## src/rtl/sample_sched_pkg.sv

```systemverilog
// sample_sched_pkg
//   Shared types and helpers for the per-triangle sample scheduler.
//   - state_t    : walker state (IDLE, ITER)
//   - step_shift : one-hot sample rate -> log2 of the sample step
//   - lane_log2  : log2 of the lane count, used to form the SAMPS*step group stride
package sample_sched_pkg;

  typedef enum logic {
    IDLE = 1'b0,
    ITER = 1'b1
  } state_t;

  // The step is always a power of two, so it is kept as a shift amount.
  // Unrecognised codes fall back to one sample per pixel.
  function automatic int unsigned step_shift(input logic [3:0] sub, input int unsigned radix);
    case (sub)
      4'b0100: return radix - 1;
      4'b0010: return radix - 2;
      4'b0001: return radix - 3;
      default: return radix;
    endcase
  endfunction

  // Lane k sits at offset k << step_shift; a whole group spans
  // SAMPS << step_shift == 1 << (step_shift + lane_log2(SAMPS)).
  function automatic int unsigned lane_log2(input int unsigned n);
    int unsigned r;
    r = 0;
    for (int unsigned i = 0; i < 31; i++) begin
      if ((32'd1 << i) < n) r = i + 1;
    end
    return r;
  endfunction

endpackage

```

## src/rtl/sample_lane_gen.sv

```systemverilog
// sample_lane_gen
//   Combinational lane generator. For the current group origin (cur_x, cur_y)
//   it produces SAMPS horizontally adjacent sample positions spaced by the
//   step, and flags each lane valid when it does not pass the right box edge.
//   Ports:
//     cur_x, cur_y : group origin (signed, SIGFIG bits)
//     step_sh      : log2 of the sample step
//     box_x1       : right box edge (inclusive)
//     lane_x/lane_y: per-lane coordinates
//     lane_vld     : per-lane valid, bit k = lane k
module sample_lane_gen
  import sample_sched_pkg::*;
#(
  parameter int SIGFIG = 24,
  parameter int SAMPS  = 4,
  parameter int SHW    = 4
) (
  input  logic signed [SIGFIG-1:0] cur_x,
  input  logic signed [SIGFIG-1:0] cur_y,
  input  logic        [SHW-1:0]    step_sh,
  input  logic signed [SIGFIG-1:0] box_x1,
  output logic signed [SIGFIG-1:0] lane_x [SAMPS],
  output logic signed [SIGFIG-1:0] lane_y [SAMPS],
  output logic        [SAMPS-1:0]  lane_vld
);

  // One extra bit so a lane just past the largest coordinate cannot wrap
  // negative and slip under the edge compare.
  logic signed [SIGFIG:0] cur_x_ext;
  logic signed [SIGFIG:0] box_x1_ext;

  assign cur_x_ext  = {cur_x[SIGFIG-1], cur_x};
  assign box_x1_ext = {box_x1[SIGFIG-1], box_x1};

  for (genvar k = 0; k < SAMPS; k++) begin : g_lane
    logic signed [SIGFIG:0] off;
    logic signed [SIGFIG:0] sum;

    assign off         = (SIGFIG+1)'(k) << step_sh;
    assign sum         = cur_x_ext + off;
    assign lane_x[k]   = sum[SIGFIG-1:0];
    assign lane_y[k]   = cur_y;
    assign lane_vld[k] = (sum <= box_x1_ext);
  end

endmodule

```

## src/rtl/sample_sched.sv

```systemverilog
// sample_sched
//   Walks a triangle's grid-aligned bounding box in raster order and issues
//   one group of SAMPS adjacent sample positions per unhalted cycle.
//   Ports:
//     clk, rst        : clock, asynchronous active-high reset
//     tri_R15S        : incoming triangle vertices
//     color_R15U      : incoming triangle color
//     box_R15S        : [0] = lower-left (x,y), [1] = upper-right (x,y)
//     subSample_R15U  : one-hot sample rate
//     validTri_R15H   : triangle present upstream
//     halt_R15H       : upstream stall (busy walking, or downstream halted)
//     halt_R16H       : downstream stall; freezes every R16 output
//     tri_R16S/color_R16U : copies of the accepted triangle
//     sample_R16S     : [0][k] lane x, [1][k] lane y
//     validSamp_R16H  : per-lane valid
//   Optional: define SAMPLE_SCHED_PERF_EN to add the saturating counters
//     perfTri_R16U, perfGrp_R16U and perfHalt_R16U.
module sample_sched
  import sample_sched_pkg::*;
#(
  parameter int SIGFIG = 24,
  parameter int RADIX  = 10,
  parameter int VERTS  = 3,
  parameter int AXIS   = 3,
  parameter int COLORS = 3,
  parameter int SAMPS  = 4
) (
  input  logic                     clk,
  input  logic                     rst,
  input  logic signed [SIGFIG-1:0] tri_R15S   [VERTS][AXIS],
  input  logic        [SIGFIG-1:0] color_R15U [COLORS],
  input  logic signed [SIGFIG-1:0] box_R15S   [2][2],
  input  logic        [3:0]        subSample_R15U,
  input  logic                     validTri_R15H,
  output logic                     halt_R15H,
  input  logic                     halt_R16H,
  output logic signed [SIGFIG-1:0] tri_R16S    [VERTS][AXIS],
  output logic        [SIGFIG-1:0] color_R16U  [COLORS],
  output logic signed [SIGFIG-1:0] sample_R16S [2][SAMPS],
  output logic        [SAMPS-1:0]  validSamp_R16H
`ifdef SAMPLE_SCHED_PERF_EN
  ,
  output logic        [31:0]       perfTri_R16U,
  output logic        [31:0]       perfGrp_R16U,
  output logic        [31:0]       perfHalt_R16U
`endif
);

  localparam int LOG_S = lane_log2(SAMPS);
  localparam int SHW   = $clog2(RADIX + 2);

  state_t state_q, state_d;

  logic signed [SIGFIG-1:0] cur_x_q, cur_y_q;
  logic signed [SIGFIG-1:0] x0_q, x1_q, y1_q;
  logic                     inv_q;
  logic        [SHW-1:0]    step_sh_q;

  logic signed [SIGFIG-1:0] lane_x [SAMPS];
  logic signed [SIGFIG-1:0] lane_y [SAMPS];
  logic        [SAMPS-1:0]  lane_vld;

  logic                   accept, issue;
  logic signed [SIGFIG:0] grp_off, row_off;
  logic signed [SIGFIG:0] nx_sum, ny_sum;
  logic                   adv_x, adv_y, last;

  sample_lane_gen #(
    .SIGFIG (SIGFIG),
    .SAMPS  (SAMPS),
    .SHW    (SHW)
  ) u_lane_gen (
    .cur_x    (cur_x_q),
    .cur_y    (cur_y_q),
    .step_sh  (step_sh_q),
    .box_x1   (x1_q),
    .lane_x   (lane_x),
    .lane_y   (lane_y),
    .lane_vld (lane_vld)
  );

  assign accept = (state_q == IDLE) && validTri_R15H && !halt_R16H;
  assign issue  = (state_q == ITER) && !halt_R16H;

  // Advance decision in SIGFIG+1 bits so the stride never wraps before the compare.
  // An inverted box issues its single all-invalid group and stops there.
  assign grp_off = (SIGFIG+1)'(1) << (step_sh_q + LOG_S);
  assign row_off = (SIGFIG+1)'(1) << step_sh_q;
  assign nx_sum  = {cur_x_q[SIGFIG-1], cur_x_q} + grp_off;
  assign ny_sum  = {cur_y_q[SIGFIG-1], cur_y_q} + row_off;
  assign adv_x   = !inv_q && (nx_sum <= {x1_q[SIGFIG-1], x1_q});
  assign adv_y   = !inv_q && (ny_sum <= {y1_q[SIGFIG-1], y1_q});
  assign last    = !adv_x && !adv_y;

  // NOTE: sequential state is written with non-blocking assignments so every
  // register samples the pre-edge values of the others.
  always_ff @(posedge clk or posedge rst) begin
    if (rst) state_q <= IDLE;
    else     state_q <= state_d;
  end

  // NOTE: every output of this block gets a default first, so no path leaves
  // a signal unassigned and no latch is inferred.
  always_comb begin
    state_d   = state_q;
    halt_R15H = halt_R16H;
    case (state_q)
      IDLE: if (accept) state_d = ITER;
      ITER: begin
        halt_R15H = 1'b1;
        if (issue && last) state_d = IDLE;
      end
      default: state_d = IDLE;
    endcase
  end

  // NOTE: the latched triangle, box and R16 outputs are ordinary flops, all
  // reset, so nothing stale reaches the sample test after a mid-walk reset.
  always_ff @(posedge clk or posedge rst) begin
    if (rst) begin
      for (int v = 0; v < VERTS; v++)
        for (int a = 0; a < AXIS; a++) tri_R16S[v][a] <= '0;
      for (int c = 0; c < COLORS; c++) color_R16U[c] <= '0;
      for (int k = 0; k < SAMPS; k++) begin
        sample_R16S[0][k] <= '0;
        sample_R16S[1][k] <= '0;
      end
      validSamp_R16H <= '0;
      cur_x_q        <= '0;
      cur_y_q        <= '0;
      x0_q           <= '0;
      x1_q           <= '0;
      y1_q           <= '0;
      inv_q          <= 1'b0;
      step_sh_q      <= '0;
    end else begin
      if (accept) begin
        tri_R16S   <= tri_R15S;
        color_R16U <= color_R15U;
        cur_x_q    <= box_R15S[0][0];
        cur_y_q    <= box_R15S[0][1];
        x0_q       <= box_R15S[0][0];
        x1_q       <= box_R15S[1][0];
        y1_q       <= box_R15S[1][1];
        inv_q      <= (box_R15S[1][0] < box_R15S[0][0]) ||
                      (box_R15S[1][1] < box_R15S[0][1]);
        step_sh_q  <= SHW'(step_shift(subSample_R15U, RADIX));
      end

      if (issue) begin
        for (int k = 0; k < SAMPS; k++) begin
          sample_R16S[0][k] <= lane_x[k];
          sample_R16S[1][k] <= lane_y[k];
        end
        validSamp_R16H <= lane_vld;
        if (adv_x) begin
          cur_x_q <= nx_sum[SIGFIG-1:0];
        end else if (adv_y) begin
          cur_x_q <= x0_q;
          cur_y_q <= ny_sum[SIGFIG-1:0];
        end
      end else if ((state_q == IDLE) && !halt_R16H) begin
        // Idle cycles present no samples; a halted idle cycle holds the last group.
        validSamp_R16H <= '0;
      end
    end
  end

`ifdef SAMPLE_SCHED_PERF_EN
  always_ff @(posedge clk or posedge rst) begin
    if (rst) begin
      perfTri_R16U  <= '0;
      perfGrp_R16U  <= '0;
      perfHalt_R16U <= '0;
    end else begin
      if (accept && (perfTri_R16U != '1))
        perfTri_R16U <= perfTri_R16U + 32'd1;
      if (issue && (|lane_vld) && (perfGrp_R16U != '1))
        perfGrp_R16U <= perfGrp_R16U + 32'd1;
      if ((state_q == ITER) && halt_R16H && (perfHalt_R16U != '1))
        perfHalt_R16U <= perfHalt_R16U + 32'd1;
    end
  end
`endif

endmodule

```

## config.mk

```make
export PLATFORM = sky130hd
export DESIGN_NAME = sample_sched
export DESIGN_NICKNAME = d
export VERILOG_FILES = /design/src/rtl/sample_sched_pkg.sv /design/src/rtl/sample_lane_gen.sv /design/src/rtl/sample_sched.sv
export SDC_FILE = /design/constraint.sdc
export NUM_CORES = 2
export LEC_CHECK = 0
export BUFFER_PORTS_ARGS = -buffer_cell sky130_fd_sc_hd__buf_2
export CAP_MARGIN = 20
export CORE_AREA = 2 2 338 340
export DETAILED_ROUTE_END_ITERATION = 8
export DIE_AREA = 0 0 340 342
export HOLD_SLACK_MARGIN = 0.15
export PLACE_DENSITY = 0.45
export SYNTH_ARGS = -nofsm -noshare
export SYNTH_HDL_FRONTEND = slang
export SYNTH_SLANG_ARGS = --single-unit
```

## constraint.sdc

```tcl
create_clock -name clk -period 19.2 [get_ports clk]
set_input_delay 2.88 -clock clk [delete_from_list [all_inputs] [get_ports clk]]
set_output_delay 2.88 -clock clk [all_outputs]
set_load 0.02 [all_outputs]
```

## Word level (Yosys, flattened, before mapping)

Cells that the tools add are included.

- Input port bits: 392
- Register bits: 538
- Output and inout bits: 485
- Logic and storage cells: 79

- $add $sub $neg: 7
- $lt $le $gt $ge: 8
- Eq/ne operators: 3
- Shift operators: 5
- Bitwise logic cells: 1
- Muxes and demuxes: 15
- Reductions and logical operators: 14

Operators by type and width:

| kind | count |
|---|---|
| $mux 24 | 8 |
| $add 24x25->25 | 4 |
| $le 25x24->1 | 4 |
| $add 25x25->25 | 2 |
| $le 25x25->1 | 2 |
| $shl 1x4->25 const A | 2 |
| $shl 2x4->25 const A | 2 |
| $lt 24x24->1 | 2 |
| $shl 1x5->25 const A | 1 |
| $pmux 4 s3 | 1 |
| $logic_and 1x1->1 | 8 |
| $mux 4 | 2 |
| $add 4x2->5 const B | 1 |
| $eq 4x1->1 const B | 1 |
| $eq 4x2->1 const B | 1 |
| $eq 4x3->1 const B | 1 |
| $logic_not 1->1 | 4 |
| $mux 1 | 3 |
| $pmux 1 s2 | 1 |
| $reduce_bool 2->1 | 1 |
| $logic_or 1x1->1 | 1 |
| $not 1->1 | 1 |

## Depth between registers and ports, before layout

- Depth in word-level cells: 10
- Depth in mapped cells: 27
- Mapped depth without buffers: 24

## By module

A second synthesis with hierarchy kept.

- Cells, all modules: 3692
- Area total of the unflattened synthesis: 34231.6 sq um

Modules (own cells, without submodules):

| module | cells each | instances | sequential area each (sq um) | area each (sq um) |
|---|---|---|---|---|
| sample_sched | 2811 | 1 | 15264.6 | 27660.3 |
| sample_lane_gen | 881 | 1 | 0.0 | 6571.3 |

## Least setup slack after synthesis

Ideal clock, no wire load.

- Path type: input to output
- Start: input port halt_R16H
- End: output port halt_R15H
- Cell stages on the path: 2
- Required time: 16.320 ns
- Arrival time: 3.121 ns
- Path slack: 13.199 ns
- Path buffers: 0
- Path through: nor2_1 -> inv_1

- Cells in the longest elaborated chain, start to end: 1

RTL lines:

| item | line | text |
|---|---|---|
| from (decl) | sample_sched.sv:36 | `input logic halt_R16H,` |
| $mux 1 | sample_sched.sv:107 | `case (state_q)` |
| to (decl) | sample_sched.sv:35 | `output logic halt_R15H,` |

No other way between the ends.

## Worst setup path after layout

Same ends and word-level chain as after synthesis.

==> impl_metrics.tcl <==
set metrics [dict create \
    h-tree-depth 3 \
    ant_nets 0 \
    grt_max_degree 145 \
    die_area_mm2 0.116 \
    slew_violations 0 \
    critPathCaptureType "output pin" \
    drc 0 \
    grt_remaining_overflow 0 \
    fp-row-count 124 \
    synth-seq-cells 536 \
    cts_buffer_depth 3 \
    grt_pass1_vias 28116 \
    postCtsSetupRepairBufs 0 \
    leakagePower_nw 20.9 \
    rsz0062_at_grt "no" \
    setup-tns-final_ns 0 \
    wl_mm 137 \
    port_buffers 876 \
    synthesis.area_mm2 0.0310 \
    ios 877 \
    synth-edff-count 0 \
    synth.distinct_cells 85 \
    drive_gt1_frac 0.242 \
    irDropWorstVdd_v 0.0000900 \
    final_cell_mix "1303 x nand2_1, 876 x buf_2, 536 x dfrtp_1" \
    crit_fanout 8 \
    fin_crit_sh 0.357 \
    antenna_found_initial 76 \
    die_h_um 342 \
    ctsResizeCount 0 \
    layout_commonest_cell "nand2_1" \
    arrival_ns 3.97 \
    critical_path_class "primary input to output pin" \
    synth-main-ff-cell "dfrtp_1" \
    synth_cells 3633 \
    cts_sinks 536 \
    cts_buffers 69 \
    layout.nets 5062 \
    crit_chain "buf_2 > nor2_1 > inv_1 > buf_2" \
    cap_violations 0 \
    cts_root_buffer "clkbuf_16" \
    fin_util 0.343 \
    vias 28281 \
    fmax_ghz 0.146 \
    slew_headroom 0.297 \
    crit_top_cell "buf_2" \
    dpl.hpwl_mm 109 \
    synthArstFlopShare 1.00 \
    worstRegToRegCells 22 \
    reg2reg_slack_ns 12.37 \
    hp-start "color_R16U[69]$_DFFE_PP0P_" \
    first_pass_iters 5 \
    drt-wirelength-per-cell_um 22.9 \
    cpMaxStageDelayCell "nor2_1" \
    fin_crit_ns 6.85 \
    worstSetupStartpointType "primary input" \
    die_w_um 340 \
    hold_viol 0 \
    status "finished, final reports clean" \
    cp.required_ns 16.32 \
    syn-num-nets 4318 \
    r2r-end "cur_x_q[15]$_DFF_PP0_" \
    detailedRoute.firstIterationViolations 1705 \
    min_path_cells 2 \
    worst_pin_slew_ns 1.06 \
    fp.coreArea_mm2 0.113 \
    yosys_warnings 0 \
    fin_worst_skew_ns 0.0311 \
    cts.clk_slew.worst_paths_ns 0.06 \
    cts_tree "yes" \
    pre_cts_slack_ns 12.32 \
    path_buf_inv 3 \
    reg2reg_from "step_sh_q[3]$_DFFE_PP0P_" \
    viasPerCell 4.75 \
    setup_viol 0 \
    power_density_mw_per_mm2 185 \
    cpPeakStageDelay_ns 0.36 \
    gp_congestion 0.924 \
    synth_seq_area_share 0.432 \
    clock_latency_ns 0.64 \
    grtUsageTotal 0.229 \
    initial_core_util 0.274 \
    min_to "color_R16U[69]$_DFFE_PP0P_" \
    area_growth_pct 25.0 \
    avgSynthCellArea_um2 8.54 \
    grt_pass1_wl_mm 196 \
    path_delay_family "buffers and inverters" \
    ctsHoldBuffers 0 \
    hp-class "register to register" \
    fin_ws_ns 12.35 \
]
metrics by stage:
stage | cell area [um2] | total power [mW] | hold slack (ns) | cells
finish | 38800 | 7.19 | 0.463 | 5959
global placement | 36400 | 5.84 | 0.453 | 5817
global route | 38700 | 7.71 | 0.490 | 5949
CTS | 38700 | 7.26 | 0.470 | 5943
floorplan | 31000 | 4.46 | 0.437 | 3633
detailed placement | 36400 | 5.85 | 0.456 | 5817
worst max-delay path by stage:
stage                                        start                   endpoint  slack, ns  depth (start not counted)
after floorplan                                rst  color_R16U[0]$_DFFE_PP0P_       1.34                          1
after global placement                   halt_R16H                  halt_R15H      12.34                          4
after detailed placement                 halt_R16H                  halt_R15H      12.32                          4
after CTS                                halt_R16H                  halt_R15H      12.33                          4
after global routing      step_sh_q[3]$_DFFE_PP0P_      cur_x_q[17]$_DFF_PP0_      11.91                         21
final                                    halt_R16H                  halt_R15H      12.35                          4
cells in the mapped netlist, types with 10 or more instances:
cell      number  area share
a211oi_1      11      0.0027
and3_1        31      0.0063
or3_1         10      0.0020
buf_4         76       0.018
mux2i_1       23      0.0074
o21bai_1      11      0.0027
o21a_1        24      0.0058
mux2_2        24      0.0087
nor4_1        10      0.0020
and2_1        13      0.0026
o21ai_0      144       0.023
nand2_1     1304        0.16
inv_1        146       0.018
dfrtp_1      536        0.43
buf_1         18      0.0022
a31oi_1       30      0.0060
nand2b_1      22      0.0044
nor2b_1       23      0.0046
o211ai_1      15      0.0036
xnor2_1       76       0.021
a21o_1        64       0.015
clkbuf_1     125       0.015
o221ai_1      15      0.0042
nand3_1       36      0.0058
ha_1         288        0.12
a21oi_1      141       0.023
nand4_1       41      0.0083
nor2_1       152       0.018
a211o_1       13      0.0037
xor2_1        33      0.0093
nor3_1        35      0.0056
power by group:
part	internal, mW	leakage (nW)	switching [mW]
clock network	0.813	1.13	0.549
logic	1.28	13.2	2.50
registers	1.64	6.58	0.399
total	3.74	20.9	3.45
final cells by class:
class,instances,area (um2)
Inverter,147,559
Multi-Input combinational cell,2722,15900
Sequential cell,536,13400
Antenna cell,15,37.5
Clock inverter,21,298
Tap cell,1512,1890
Timing Repair Buffer,901,4600
Clock buffer,105,2030
Fill cell,12126,74300
routing by layer:
layer  track usage  share of wire
met3        0.0650          0.075
met2         0.379           0.47
met4        0.0760          0.034
met1         0.285           0.42
met5             0         0.0036
flip-flops by register name, summed over array words and instances (netlist names):
name,flops
color_R16U,72
cur_x_q,24
cur_y_q,24
inv_q,1
sample_R16S,118
state_q,1
step_sh_q,4
tri_R16S,216
validSamp_R16H,4
x0_q,24
x1_q,24
y1_q,24
worst register-to-register path, cell delays in order, from the launching register on:
cell and delay, ns:
dfrtp_1 0.78, inv_1 0.29, ha_1 0.38, nand2_1 0.16
nor2_1 0.15, ha_1 0.20, inv_1 0.07, fa_1 0.40
nand2b_1 0.18, a21o_1 0.20, a311oi_1 0.48, nor2_1 0.14
o21ai_1 0.28, nand4_1 0.13, o311ai_0 0.18, ha_1 0.37
a21o_1 0.20, a2111oi_0 0.43, o31ai_1 0.19, o21a_1 0.39
nor2_2 0.83, nand2b_1 0.15, o221a_2 0.16
logic make-up (layout without fill, tap and decap cells):
logic type	count (synthesis)	count (layout)	share of synthesized area
xor+xnor	109	109	0.0308
buf+inv	375	1174	0.0549
mux	47	47	0.0161
compound gates	562	562	0.119
flops	536	536	0.432
simple gates	1707	1707	0.226
fa+ha+maj	297	297	0.121
other cells	0	15	0
Power figures use the tool's default switching activity.
